[config.mk]
export PLATFORM = sky130hd
export DESIGN_NAME = gzip_stored_inflate_flat
export DESIGN_NICKNAME = d
export VERILOG_FILES = /design/src/rtl/gzip_stored_inflate_pkg.sv /design/src/rtl/gzip_stored_inflate_if.sv /design/src/rtl/gzip_stored_inflate_unpacker.sv /design/src/rtl/gzip_stored_inflate.sv /design/src/flat_wrapper.sv
export SDC_FILE = /design/constraint.sdc
export NUM_CORES = 1
export LEC_CHECK = 0
export CAP_MARGIN = 20
export CORE_MARGIN = 2
export CORE_UTILIZATION = 55
export CTS_CLUSTER_SIZE = 14
export DETAILED_ROUTE_END_ITERATION = 10
export HOLD_SLACK_MARGIN = 0.15
export PLACE_DENSITY = 0.86
export SYNTH_ARGS = -nofsm -noshare
export SYNTH_HDL_FRONTEND = slang
export SYNTH_SLANG_ARGS = --single-unit
[constraint.sdc]
create_clock -name clk -period 5 [get_ports clk]
set_clock_uncertainty 0.1 [all_clocks]
set_input_delay 1 -clock clk [delete_from_list [all_inputs] [get_ports clk]]
set_output_delay 1 -clock clk [all_outputs]
set_load 0.01 [all_outputs]
[src/rtl/gzip_stored_inflate_pkg.sv]
// Shared types and helpers for the stored-block gzip inflater.
// State encoding, error causes, gzip magic and a byte-wide CRC32 step.
package gzip_inflate_pkg;

  typedef enum logic [3:0] {
    S_HDR, S_BHDR, S_LEN0, S_LEN1, S_NLEN0,
    S_NLEN1, S_DATA, S_TRL, S_DONE, S_ERR
  } state_t;

  localparam int ERR_MAGIC = 1;
  localparam int ERR_FLG   = 2;
  localparam int ERR_BTYPE = 3;
  localparam int ERR_NLEN  = 4;
  localparam int ERR_CRC   = 5;
  localparam int ERR_ISIZE = 6;
  localparam int ERR_LEN   = 7;

  localparam logic [7:0] GZIP_ID1 = 8'h1F;
  localparam logic [7:0] GZIP_ID2 = 8'h8B;
  localparam logic [7:0] GZIP_CM  = 8'h08;

  function automatic logic [31:0] crc32_byte(
    input logic [31:0] crc,
    input logic [7:0]  b
  );
    logic [31:0] c;
    c = crc ^ {24'h0, b};
    for (int i = 0; i < 8; i++)
      c = c[0] ? ((c >> 1) ^ 32'hEDB88320) : (c >> 1);
    return c;
  endfunction

endpackage

[src/rtl/gzip_stored_inflate_if.sv]
// Word input and byte output streams of the stored inflater.
// master = stream source/sink side, slave = inflater side.
interface gzip_stored_inflate_if;
  logic [31:0] in_tdata;
  logic        in_tvalid;
  logic        in_tready;
  logic [7:0]  out_tdata;
  logic        out_tvalid;
  logic        out_tready;
  logic        out_tlast;

  modport master (
    output in_tdata, in_tvalid, out_tready,
    input  in_tready, out_tdata, out_tvalid, out_tlast
  );

  modport slave (
    input  in_tdata, in_tvalid, out_tready,
    output in_tready, out_tdata, out_tvalid, out_tlast
  );
endinterface

[src/rtl/gzip_stored_inflate_unpacker.sv]
// gzip_word_unpacker: 32-bit word to byte splitter.
// Endianness is latched per word; refills with no bubble.
module gzip_word_unpacker (
  input  logic        clk,
  input  logic        rst_n,
  input  logic [31:0] i_tdata,
  input  logic        i_tvalid,
  output logic        o_tready,
  input  logic        i_rev,
  input  logic        i_take,
  input  logic        i_stop,
  input  logic        i_drain,
  output logic        o_bvalid,
  output logic [7:0]  o_byte
);

  logic [31:0] r_word;
  logic [1:0]  r_idx;
  logic        r_full;
  logic        r_rev;
  logic        r_live;
  logic        w_load;
  logic [1:0]  w_sel;

  assign w_sel    = r_rev ? ~r_idx : r_idx;
  assign o_byte   = r_word[{w_sel, 3'b000} +: 8];
  assign o_bvalid = r_full & ~i_drain;
  // r_live keeps tready low through and just after reset
  assign o_tready = r_live & ~i_stop &
                    (i_drain | ~r_full |
                     (i_take & (r_idx == 2'd3)));
  assign w_load   = i_tvalid & o_tready;

  always_ff @(posedge clk or negedge rst_n) begin
    if (!rst_n) begin
      r_word <= '0;
      r_idx  <= '0;
      r_full <= 1'b0;
      r_rev  <= 1'b0;
      r_live <= 1'b0;
    end else begin
      r_live <= 1'b1;
      if (i_drain) begin
        r_full <= 1'b0;
      end else if (w_load) begin
        r_word <= i_tdata;
        r_rev  <= i_rev;
        r_idx  <= '0;
        r_full <= 1'b1;
      end else if (i_take) begin
        r_idx <= r_idx + 2'd1;
        if (r_idx == 2'd3)
          r_full <= 1'b0;
      end
    end
  end

endmodule

[src/rtl/gzip_stored_inflate.sv]
// Stored-block (BTYPE=00) gzip inflater: strips headers,
// streams payload bytes and verifies the CRC32/ISIZE trailer.
module gzip_stored_inflate
  import gzip_inflate_pkg::*;
#(
  parameter int MAX_BLOCK_LEN = 65535,
  parameter int ERR_W = 3
) (
  input  logic             clk,
  input  logic             rst_n,
  input  logic             rev_endianess_in,
  gzip_stored_inflate_if.slave bus,
  output logic             done,
  output logic             err,
  output logic [ERR_W-1:0] err_code,
  output logic [31:0]      isize_out,
  output logic [31:0]      crc_out
);

  state_t r_state, w_nstate, w_blk_end;
  logic [3:0]  r_cnt;
  logic        r_bfinal;
  logic [15:0] r_len, r_rem;
  logic [7:0]  r_nlen0;
  logic [31:0] r_crc, r_isize;
  logic [7:0]  r_odata;
  logic        r_ovalid, r_olast;
  logic        r_done, r_err;
  logic [ERR_W-1:0] r_code, w_code;
  logic        w_take, w_fail, w_emit, w_bv;
  logic [7:0]  w_b, w_magic, w_exp;
  logic [63:0] w_trl;

  gzip_word_unpacker u_unpack (
    .clk      (clk),
    .rst_n    (rst_n),
    .i_tdata  (bus.in_tdata),
    .i_tvalid (bus.in_tvalid),
    .o_tready (bus.in_tready),
    .i_rev    (rev_endianess_in),
    .i_take   (w_take),
    .i_stop   (r_state == S_ERR),
    .i_drain  (r_state == S_DONE),
    .o_bvalid (w_bv),
    .o_byte   (w_b)
  );

  assign w_blk_end = r_bfinal ? S_TRL : S_BHDR;
  assign w_magic = (r_cnt == 4'd0) ? GZIP_ID1 :
                   (r_cnt == 4'd1) ? GZIP_ID2 : GZIP_CM;
  assign w_trl = {r_isize, ~r_crc};
  assign w_exp = w_trl[{r_cnt[2:0], 3'b000} +: 8];
  assign w_emit = (r_state == S_DATA) & w_take;

  always_ff @(posedge clk or negedge rst_n) begin
    if (!rst_n) r_state <= S_HDR;
    else        r_state <= w_nstate;
  end

  always_comb begin
    w_nstate = r_state;
    if (w_fail) begin
      w_nstate = S_ERR;
    end else if (w_take) begin
      unique case (r_state)
        S_HDR:   if (r_cnt == 4'd9) w_nstate = S_BHDR;
        S_BHDR:  w_nstate = S_LEN0;
        S_LEN0:  w_nstate = S_LEN1;
        S_LEN1:  w_nstate = S_NLEN0;
        S_NLEN0: w_nstate = S_NLEN1;
        S_NLEN1: w_nstate = (r_len == '0) ? w_blk_end : S_DATA;
        S_DATA:  if (r_rem == 16'd1) w_nstate = w_blk_end;
        S_TRL:   if (r_cnt == 4'd7) w_nstate = S_DONE;
        default: ;
      endcase
    end
  end

  always_comb begin
    w_take = 1'b0;
    w_fail = 1'b0;
    w_code = '0;
    unique case (r_state)
      S_HDR: begin
        w_take = w_bv;
        if (w_bv && r_cnt <= 4'd2 && w_b != w_magic) begin
          w_fail = 1'b1;
          w_code = ERR_W'(ERR_MAGIC);
        end else if (w_bv && r_cnt == 4'd3 && w_b != 8'h00) begin
          w_fail = 1'b1;
          w_code = ERR_W'(ERR_FLG);
        end
      end
      S_BHDR: begin
        w_take = w_bv;
        if (w_bv && w_b[2:1] != 2'b00) begin
          w_fail = 1'b1;
          w_code = ERR_W'(ERR_BTYPE);
        end
      end
      S_LEN0, S_LEN1, S_NLEN0: w_take = w_bv;
      S_NLEN1: begin
        w_take = w_bv;
        if (w_bv && {w_b, r_nlen0} != ~r_len) begin
          w_fail = 1'b1;
          w_code = ERR_W'(ERR_NLEN);
        end else if (w_bv && {16'h0, r_len} > 32'(MAX_BLOCK_LEN)) begin
          w_fail = 1'b1;
          w_code = ERR_W'(ERR_LEN);
        end
      end
      S_DATA: w_take = w_bv & (~r_ovalid | bus.out_tready);
      S_TRL: begin
        // hold the trailer until the last payload byte has left
        w_take = w_bv & ~r_ovalid;
        if (w_take && w_b != w_exp) begin
          w_fail = 1'b1;
          w_code = r_cnt[2] ? ERR_W'(ERR_ISIZE) : ERR_W'(ERR_CRC);
        end
      end
      default: ;
    endcase
  end

  always_ff @(posedge clk or negedge rst_n) begin
    if (!rst_n) begin
      r_cnt    <= '0;
      r_bfinal <= 1'b0;
      r_len    <= '0;
      r_nlen0  <= '0;
      r_rem    <= '0;
      r_crc    <= 32'hFFFFFFFF;
      r_isize  <= '0;
      r_odata  <= '0;
      r_ovalid <= 1'b0;
      r_olast  <= 1'b0;
      r_done   <= 1'b0;
      r_err    <= 1'b0;
      r_code   <= '0;
    end else begin
      if (w_take) begin
        r_cnt <= (w_nstate != r_state) ? 4'd0 : r_cnt + 4'd1;
        if (r_state == S_BHDR)  r_bfinal     <= w_b[0];
        if (r_state == S_LEN0)  r_len[7:0]   <= w_b;
        if (r_state == S_LEN1)  r_len[15:8]  <= w_b;
        if (r_state == S_NLEN0) r_nlen0      <= w_b;
        if (r_state == S_NLEN1) r_rem        <= r_len;
        if (r_state == S_DATA)  r_rem        <= r_rem - 16'd1;
      end
      if (w_emit) begin
        r_crc    <= crc32_byte(r_crc, w_b);
        r_isize  <= r_isize + 32'd1;
        r_odata  <= w_b;
        r_ovalid <= 1'b1;
        r_olast  <= r_bfinal & (r_rem == 16'd1);
      end else if (bus.out_tready) begin
        r_ovalid <= 1'b0;
        r_olast  <= 1'b0;
      end
      if (w_fail && !r_err) begin
        r_err  <= 1'b1;
        r_code <= w_code;
      end
      if (w_nstate == S_DONE) r_done <= 1'b1;
    end
  end

  assign bus.out_tdata  = r_odata;
  assign bus.out_tvalid = r_ovalid;
  assign bus.out_tlast  = r_olast;
  assign done      = r_done;
  assign err       = r_err;
  assign err_code  = r_code;
  assign isize_out = r_isize;
  assign crc_out   = ~r_crc;

endmodule

[src/flat_wrapper.sv]
// flat-port wrapper written by rule: the top's interface ports become plain ports
module gzip_stored_inflate_flat import gzip_inflate_pkg::*;
#(
  parameter int MAX_BLOCK_LEN = 65535,
  parameter int ERR_W = 3
)
  (clk, rst_n, rev_endianess_in, done, err, err_code, isize_out, crc_out, bus_in_tdata, bus_in_tvalid, bus_out_tready, bus_in_tready, bus_out_tdata, bus_out_tvalid, bus_out_tlast);
  gzip_stored_inflate_if bus_i ();
  input  logic clk;
  input  logic rst_n;
  input  logic rev_endianess_in;
  output logic done;
  output logic err;
  output logic [ERR_W-1:0] err_code;
  output logic [31:0] isize_out;
  output logic [31:0] crc_out;
  input wire logic [$bits(bus_i.in_tdata)-1:0] bus_in_tdata;
  input wire logic [$bits(bus_i.in_tvalid)-1:0] bus_in_tvalid;
  input wire logic [$bits(bus_i.out_tready)-1:0] bus_out_tready;
  output wire logic [$bits(bus_i.in_tready)-1:0] bus_in_tready;
  output wire logic [$bits(bus_i.out_tdata)-1:0] bus_out_tdata;
  output wire logic [$bits(bus_i.out_tvalid)-1:0] bus_out_tvalid;
  output wire logic [$bits(bus_i.out_tlast)-1:0] bus_out_tlast;
  assign bus_i.in_tdata = bus_in_tdata;
  assign bus_i.in_tvalid = bus_in_tvalid;
  assign bus_i.out_tready = bus_out_tready;
  assign bus_in_tready = bus_i.in_tready;
  assign bus_out_tdata = bus_i.out_tdata;
  assign bus_out_tvalid = bus_i.out_tvalid;
  assign bus_out_tlast = bus_i.out_tlast;
  gzip_stored_inflate #(.MAX_BLOCK_LEN(MAX_BLOCK_LEN), .ERR_W(ERR_W)) u_core (.clk(clk), .rst_n(rst_n), .rev_endianess_in(rev_endianess_in), .bus(bus_i), .done(done), .err(err), .err_code(err_code), .isize_out(isize_out), .crc_out(crc_out));
endmodule
After elaboration in Yosys (flattened, before gate mapping)
Index checks and enable logic that the tools add are counted.
Cells by class
  add/subtract/negate cells: 4
  multiplexer cells: 45
  shift-type cells: 2
  order comparisons: 1
  bitwise logic cells: 28
  reductions and logical operators: 28
  eq/ne operators: 20
Operators with widths (count)
  32-bit 2-to-1 mux: 8
  13-bit NOT with 14-bit output: 8
  64-bit by 7-bit indexed part select with 8-bit output: 1
  32-bit by 1-bit adder with 32-bit output, second input constant: 1
  16-bit 2-to-1 mux: 2
  32-bit NOT: 1
  4-bit case mux with 8 select lines: 1
  32-bit by 6-bit indexed part select with 8-bit output: 1
  32-bit by 8-bit XOR with 32-bit output: 1
  4-bit 2-to-1 mux: 7
  4-bit by 3-bit equality test with 1-bit output, second input constant: 5
  16-bit by 1-bit equality test with 1-bit output, second input constant: 1
  4-bit equality test, second input constant: 4
  16-bit zero test: 1
  8-bit 2-to-1 mux: 2
  16-bit != test: 1
  8-bit != test: 2
  16-bit NOT: 1
  2-bit AND reduction: 8
  16-bit by 1-bit subtractor with 16-bit output, second input constant: 1
  4-bit by 2-bit equality test with 1-bit output, second input constant: 3
  1-bit 2-to-1 mux: 12
  2-bit 2-to-1 mux: 6
  3-bit 2-to-1 mux: 4
  20 further kinds: 46
Storage, ports and cells
  output and inout port bits: 80
  bits in registers: 165
  logic and storage cells: 148
  input port bits: 37

Logic depth before layout (Yosys ltp)
  word-level depth: 20
  gate-level depth with buffers: 13
  gate-level depth less buffers: 11

By module
From an unflattened synthesis, not the netlist that was laid out.
Unflattened totals
  cells, all modules: 915
  area total of the unflattened synthesis: 9462.8 um^2
By module, submodules not included
  gzip_stored_inflate: instances 1, area each 7742.4 um^2, cells an instance 810, sequential area each 3243.1 um^2
  gzip_word_unpacker: instances 1, area each 1720.4 um^2, cells an instance 105, sequential area each 925.9 um^2

Least setup slack after synthesis
No wires, ideal clock.
  path kind: input to register
  from: input bus_out_tready
  to: register u_core.u_unpack.r_word[10]
  cell stages on the path: 8
  slack: 1820 ps
  library setup time: 125 ps
  data required time: 4775 ps
  arrival time: 2955 ps
  cells stage by stage: a21boi_0 a31oi_1 a21oi_1 a311oi_1 nand2_1 nor2_4 buf_2 mux2_2
Between the ends
  cells in the longest elaborated chain, start to end: 8
RTL lines
  from (decl): line flat_wrapper.sv:19  | input wire logic [$bits(bus_i.out_tready)-1:0] bus_out_tready;
  1-bit bitwise OR: line gzip_stored_inflate.sv:112  | S_DATA: w_take = w_bv & (~r_ovalid | bus.out_tready);
  1-bit bitwise AND: line gzip_stored_inflate.sv:112
  1-bit case mux with 3 select lines: line gzip_stored_inflate.sv:83  | unique case (r_state)
  1-bit bitwise AND: line gzip_stored_inflate_unpacker.sv:31  | (i_take & (r_idx == 2'd3)));
  1-bit bitwise OR: line gzip_stored_inflate_unpacker.sv:30  | (i_drain | ~r_full |
  1-bit bitwise AND: line gzip_stored_inflate_unpacker.sv:29  | assign o_tready = r_live & ~i_stop &
  net bus_in_tready: line flat_wrapper.sv:20  | output wire logic [$bits(bus_i.in_tready)-1:0] bus_in_tready;
  1-bit bitwise AND: line gzip_stored_inflate_unpacker.sv:32  | assign w_load = i_tvalid & o_tready;
  2-bit AND reduction (no line)
  to (signal assigned): line gzip_stored_inflate_unpacker.sv:46  | r_word <= i_tdata;
  to (decl): line gzip_stored_inflate_unpacker.sv:17  | logic [31:0] r_word;
The timed path passes the listed nets, and every way through them passes these cells.
A chain may end at the register's enable or synchronous reset.

Worst setup path in the final report
  from: register u_core.r_state[0]
  to: output bus_in_tready
Between the ends
  cells in the longest elaborated chain, start to end: 8
  elaborated cells on any way between the ends: 22
RTL lines
  from (decl): line gzip_stored_inflate.sv:20  | state_t r_state, w_nstate, w_blk_end;
  from (signal assigned): line gzip_stored_inflate.sv:57  | else r_state <= w_nstate;
  4-bit equality test: line gzip_stored_inflate.sv:43  | .i_drain (r_state == S_DONE),
  1-bit NOT (no line)
  1-bit bitwise AND: line gzip_stored_inflate_unpacker.sv:27  | assign o_bvalid = r_full & ~i_drain;
  1-bit bitwise AND (on tied branches): line gzip_stored_inflate.sv:115, gzip_stored_inflate.sv:112
  1-bit case mux with 3 select lines: line gzip_stored_inflate.sv:83
  1-bit bitwise AND: line gzip_stored_inflate_unpacker.sv:31
  1-bit bitwise OR: line gzip_stored_inflate_unpacker.sv:30
  1-bit bitwise AND (*): line gzip_stored_inflate_unpacker.sv:29
  to (decl): line flat_wrapper.sv:20
Mark *: on every way between the ends. The rest lies on a longest branch, timed or not.

==> results.sh <==
export IMPL_outcome="completed"
export IMPL_grt_max_degree=116
export IMPL_port_buffers=116
export IMPL_synth_edf_count=0
export IMPL_wl_per_cell_um=19.2
export IMPL_place_congestion=0.933
export IMPL_ys_seq_area_frac=0.430
export IMPL_grt_pass1_wl_mm=40.8
export IMPL_numClockSinks=165
export IMPL_cpMaxStageDelayCell="nor4b_1"
export IMPL_clk_pin_slew_ns=0.07
export IMPL_antenna_found_initial=0
export IMPL_tightest_slew_ns=1.00
export IMPL_cp_end_kind="primary output"
export IMPL_timing_rr_start="u_core.u_unpack.r_idx[0]"
export IMPL_use_met1=0.374
export IMPL_dieArea_um2=18700
export IMPL_place_ws_ns=0.769
export IMPL_synth_area_leaders="dfrtp_1, dfstp_2, xnor2_1"
export IMPL_synth_seq_cells=165
export IMPL_synth_nets=1043
export IMPL_drt_total_wl_mm=25.5
export IMPL_vdd_drop_max_uv=244
export IMPL_hold_path_class="input port to asynchronous set/reset pin"
export IMPL_grt_pass1_vias=7804
export IMPL_arrival_ns=3.47
export IMPL_fin_util=0.672
export IMPL_cts_htree_levels=4
export IMPL_overflow=0
export IMPL_syn2layout_area_growth_pct=19.6
export IMPL_final_cell_mix="dfrtp_1, nand2_1, clkdlybuf4s50_1"
export IMPL_yosysTopAreaCell="dfrtp_1"
export IMPL_max_stage_delay_ns=0.96
export IMPL_finalWorstSetupSlack_ns=0.433
export IMPL_r2r_slack_ns=0.89
export IMPL_dieHeight_um=137
export IMPL_final_common_cell="dfrtp_1"
export IMPL_dp_hpwl_mm=17.7
export IMPL_cts_root_buffer="clkbuf_16"
export IMPL_met2_usage=0.456
export IMPL_whs_ns=0.278
export IMPL_synth_async_reset_ratio=1.00
export IMPL_maxCapViolCount=0
export IMPL_clk_latency_ns=0.43
export IMPL_cts_hold_buf=0
export IMPL_synthAdderAreaFrac=0.0103
export IMPL_ys_warnings_count=0
export IMPL_final_setup_viol_count=0
export IMPL_diodes=0
export IMPL_crit_chain="nor4b_1 -> nand2b_1 -> a21oi_1 -> a311oi_1 -> clkdlybuf4s50_1"
export IMPL_cts_tree="built"
export IMPL_powerDensity_nw_per_um2=232
export IMPL_max_freq_mhz=219
export IMPL_placementRows=48
export IMPL_netlist_area_um2=9680
export IMPL_synth_cells=998
export IMPL_synth_top_area_frac=0.344
export IMPL_synthSimpleGateAreaFrac=0.178
export IMPL_drtAntennaViolNets=0
export IMPL_synth_compound_area_frac=0.118
export IMPL_coreArea_um2=17200
export IMPL_pin_count=117
export IMPL_cp_required_ns=3.90
export IMPL_drive_gt1_frac=0.151
export IMPL_muxShareOfSynthArea=0.0875
export IMPL_final_hold_violation_count=0
export IMPL_worstPathMaxFanout=19
export IMPL_drc=0
export IMPL_relSlewSlack=0.324
export IMPL_via_count=8006
export IMPL_avgViaCountPerCell=6.03
export IMPL_grtUsageTotal=0.284
export IMPL_critPathKind="flip-flop to primary output"
export IMPL_met3_usage=0.0644
export IMPL_r2r_cells=10
export IMPL_start_util=0.562
export IMPL_fin_crit_ns=4.57
export IMPL_ys_flop_type="dfrtp_1"
export IMPL_clock_path_buffers=2
export IMPL_nets=1135
export IMPL_cp_start_kind="flip-flop"
export IMPL_ctsResizeCount=0
export IMPL_synth_xor_area_frac=0.126
export IMPL_synth_avg_cell_area_um2=9.70
export IMPL_post_cts_buffers=0
export IMPL_fin_crit_sh=0.913
export IMPL_first_pass_iters=7
export IMPL_synth_top_family_by_area="simple AND/OR/NAND/NOR gates"
export IMPL_fin_tns_setup_ns=0
export IMPL_yosys_cell_types_count=76
export IMPL_rsz0062_at_grt="false"
export IMPL_top_usage_layer="met2"
export IMPL_drt_iter0_drc=585
export IMPL_slew_violations=0
export IMPL_die_w_um=137
export IMPL_p_leak_nw=5.32
export IMPL_r2r_end="u_core.r_cnt[1]"
export IMPL_numCtsBuffers=17
## cells in the mapped netlist (all sizes together), types with 5 or more instances
cell type / instances
and3: 9
nor2: 60
nor3: 15
a22oi: 19
dfstp: 32
o211ai: 5
clkbuf: 27
o22ai: 5
nand2: 122
a21oi: 42
a31oi: 6
and4: 6
nand3: 30
nor4b: 10
mux2: 41
nand2b: 5
nand4: 21
xnor2: 99
buf: 28
dfrtp: 133
or2: 5
nor4: 12
inv: 50
a21o: 7
xor2: 30
o21ai: 89
ha: 8
nor2b: 19
mux4: 14
mux2i: 7
## power breakdown
group	internal, mW	total (mW)	switching [mW]
Combinational	0.0287	0.0598	0.0311
Sequential	1.34	1.34	0.000116
Clock	0.729	1.29	0.564
## registers in the layout, indices dropped and copies added (netlist names), 2 cells and up
register / cells
u_core.err_code: 3
u_core.bus.out_tdata: 8
u_core.r_rem: 16
u_core.u_unpack.r_idx: 2
u_core.isize_out: 32
u_core.r_cnt: 4
u_core.u_unpack.r_word: 32
u_core.r_state: 4
u_core.r_nlen0: 8
u_core.r_crc: 32
u_core.r_len: 16
## worst max path at each step
stage,startpoint,end,cells after the start
6_report,u_core.r_state[0],bus_in_tready,5
5_1_grt,u_core.r_state[0],bus_in_tready,5
4_1_cts,u_core.r_state[0],bus_in_tready,5
3_5_place_dp,bus_out_tready,bus_in_tready,6
3_3_place_gp,bus_out_tready,bus_in_tready,6
2_1_floorplan,bus_out_tready,u_core.u_unpack.r_word[10],8
## worst max-delay path: cells and delay by family, from the launching register on
kind / cells / cell delay, ns
and+or+nand+nor: 2 / 1.28
DFF: 1 / 0.61
AOI/OAI and AO/OA: 2 / 0.53
buffers and inverters: 1 / 0.63
## logic make-up (layout without fill, tap and decap cells)
logic type	count (synthesis)	count (layout)
buffers and inverters	106	211
muxes	62	62
xor gates and xnor gates	129	129
adders and majority gates	8	8
and+or+nand+nor	337	337
DFF	165	165
other	1	1
AOI/OAI and AO/OA	190	190
## final cells by class
type	instances	area, µm²
clock buffers	20	500
clock inverters	12	86.3
fillers	1255	5650
inverters	51	191
multi-input cells	727	5070
flip-flops and latches	165	4170
well taps	225	282
repair buffers	128	1280
## per-layer routing
metal,part of all wire,vias up
met2,0.49,388
met5,0,-
met1,0.40,3903
met3,0.077,73
li1,-,3642
met4,0.029,0
## per-stage QoR
stage	cells	cell area, µm²	power, mW
after floorplan	998	9680	1.36
after global placement	1294	11000	1.42
after detailed placement	1294	11000	1.42
after CTS	1326	11600	2.70
after global routing	1328	11600	2.76
final	1328	11600	2.69
Note: power is estimated with default switching activity, not from simulation.
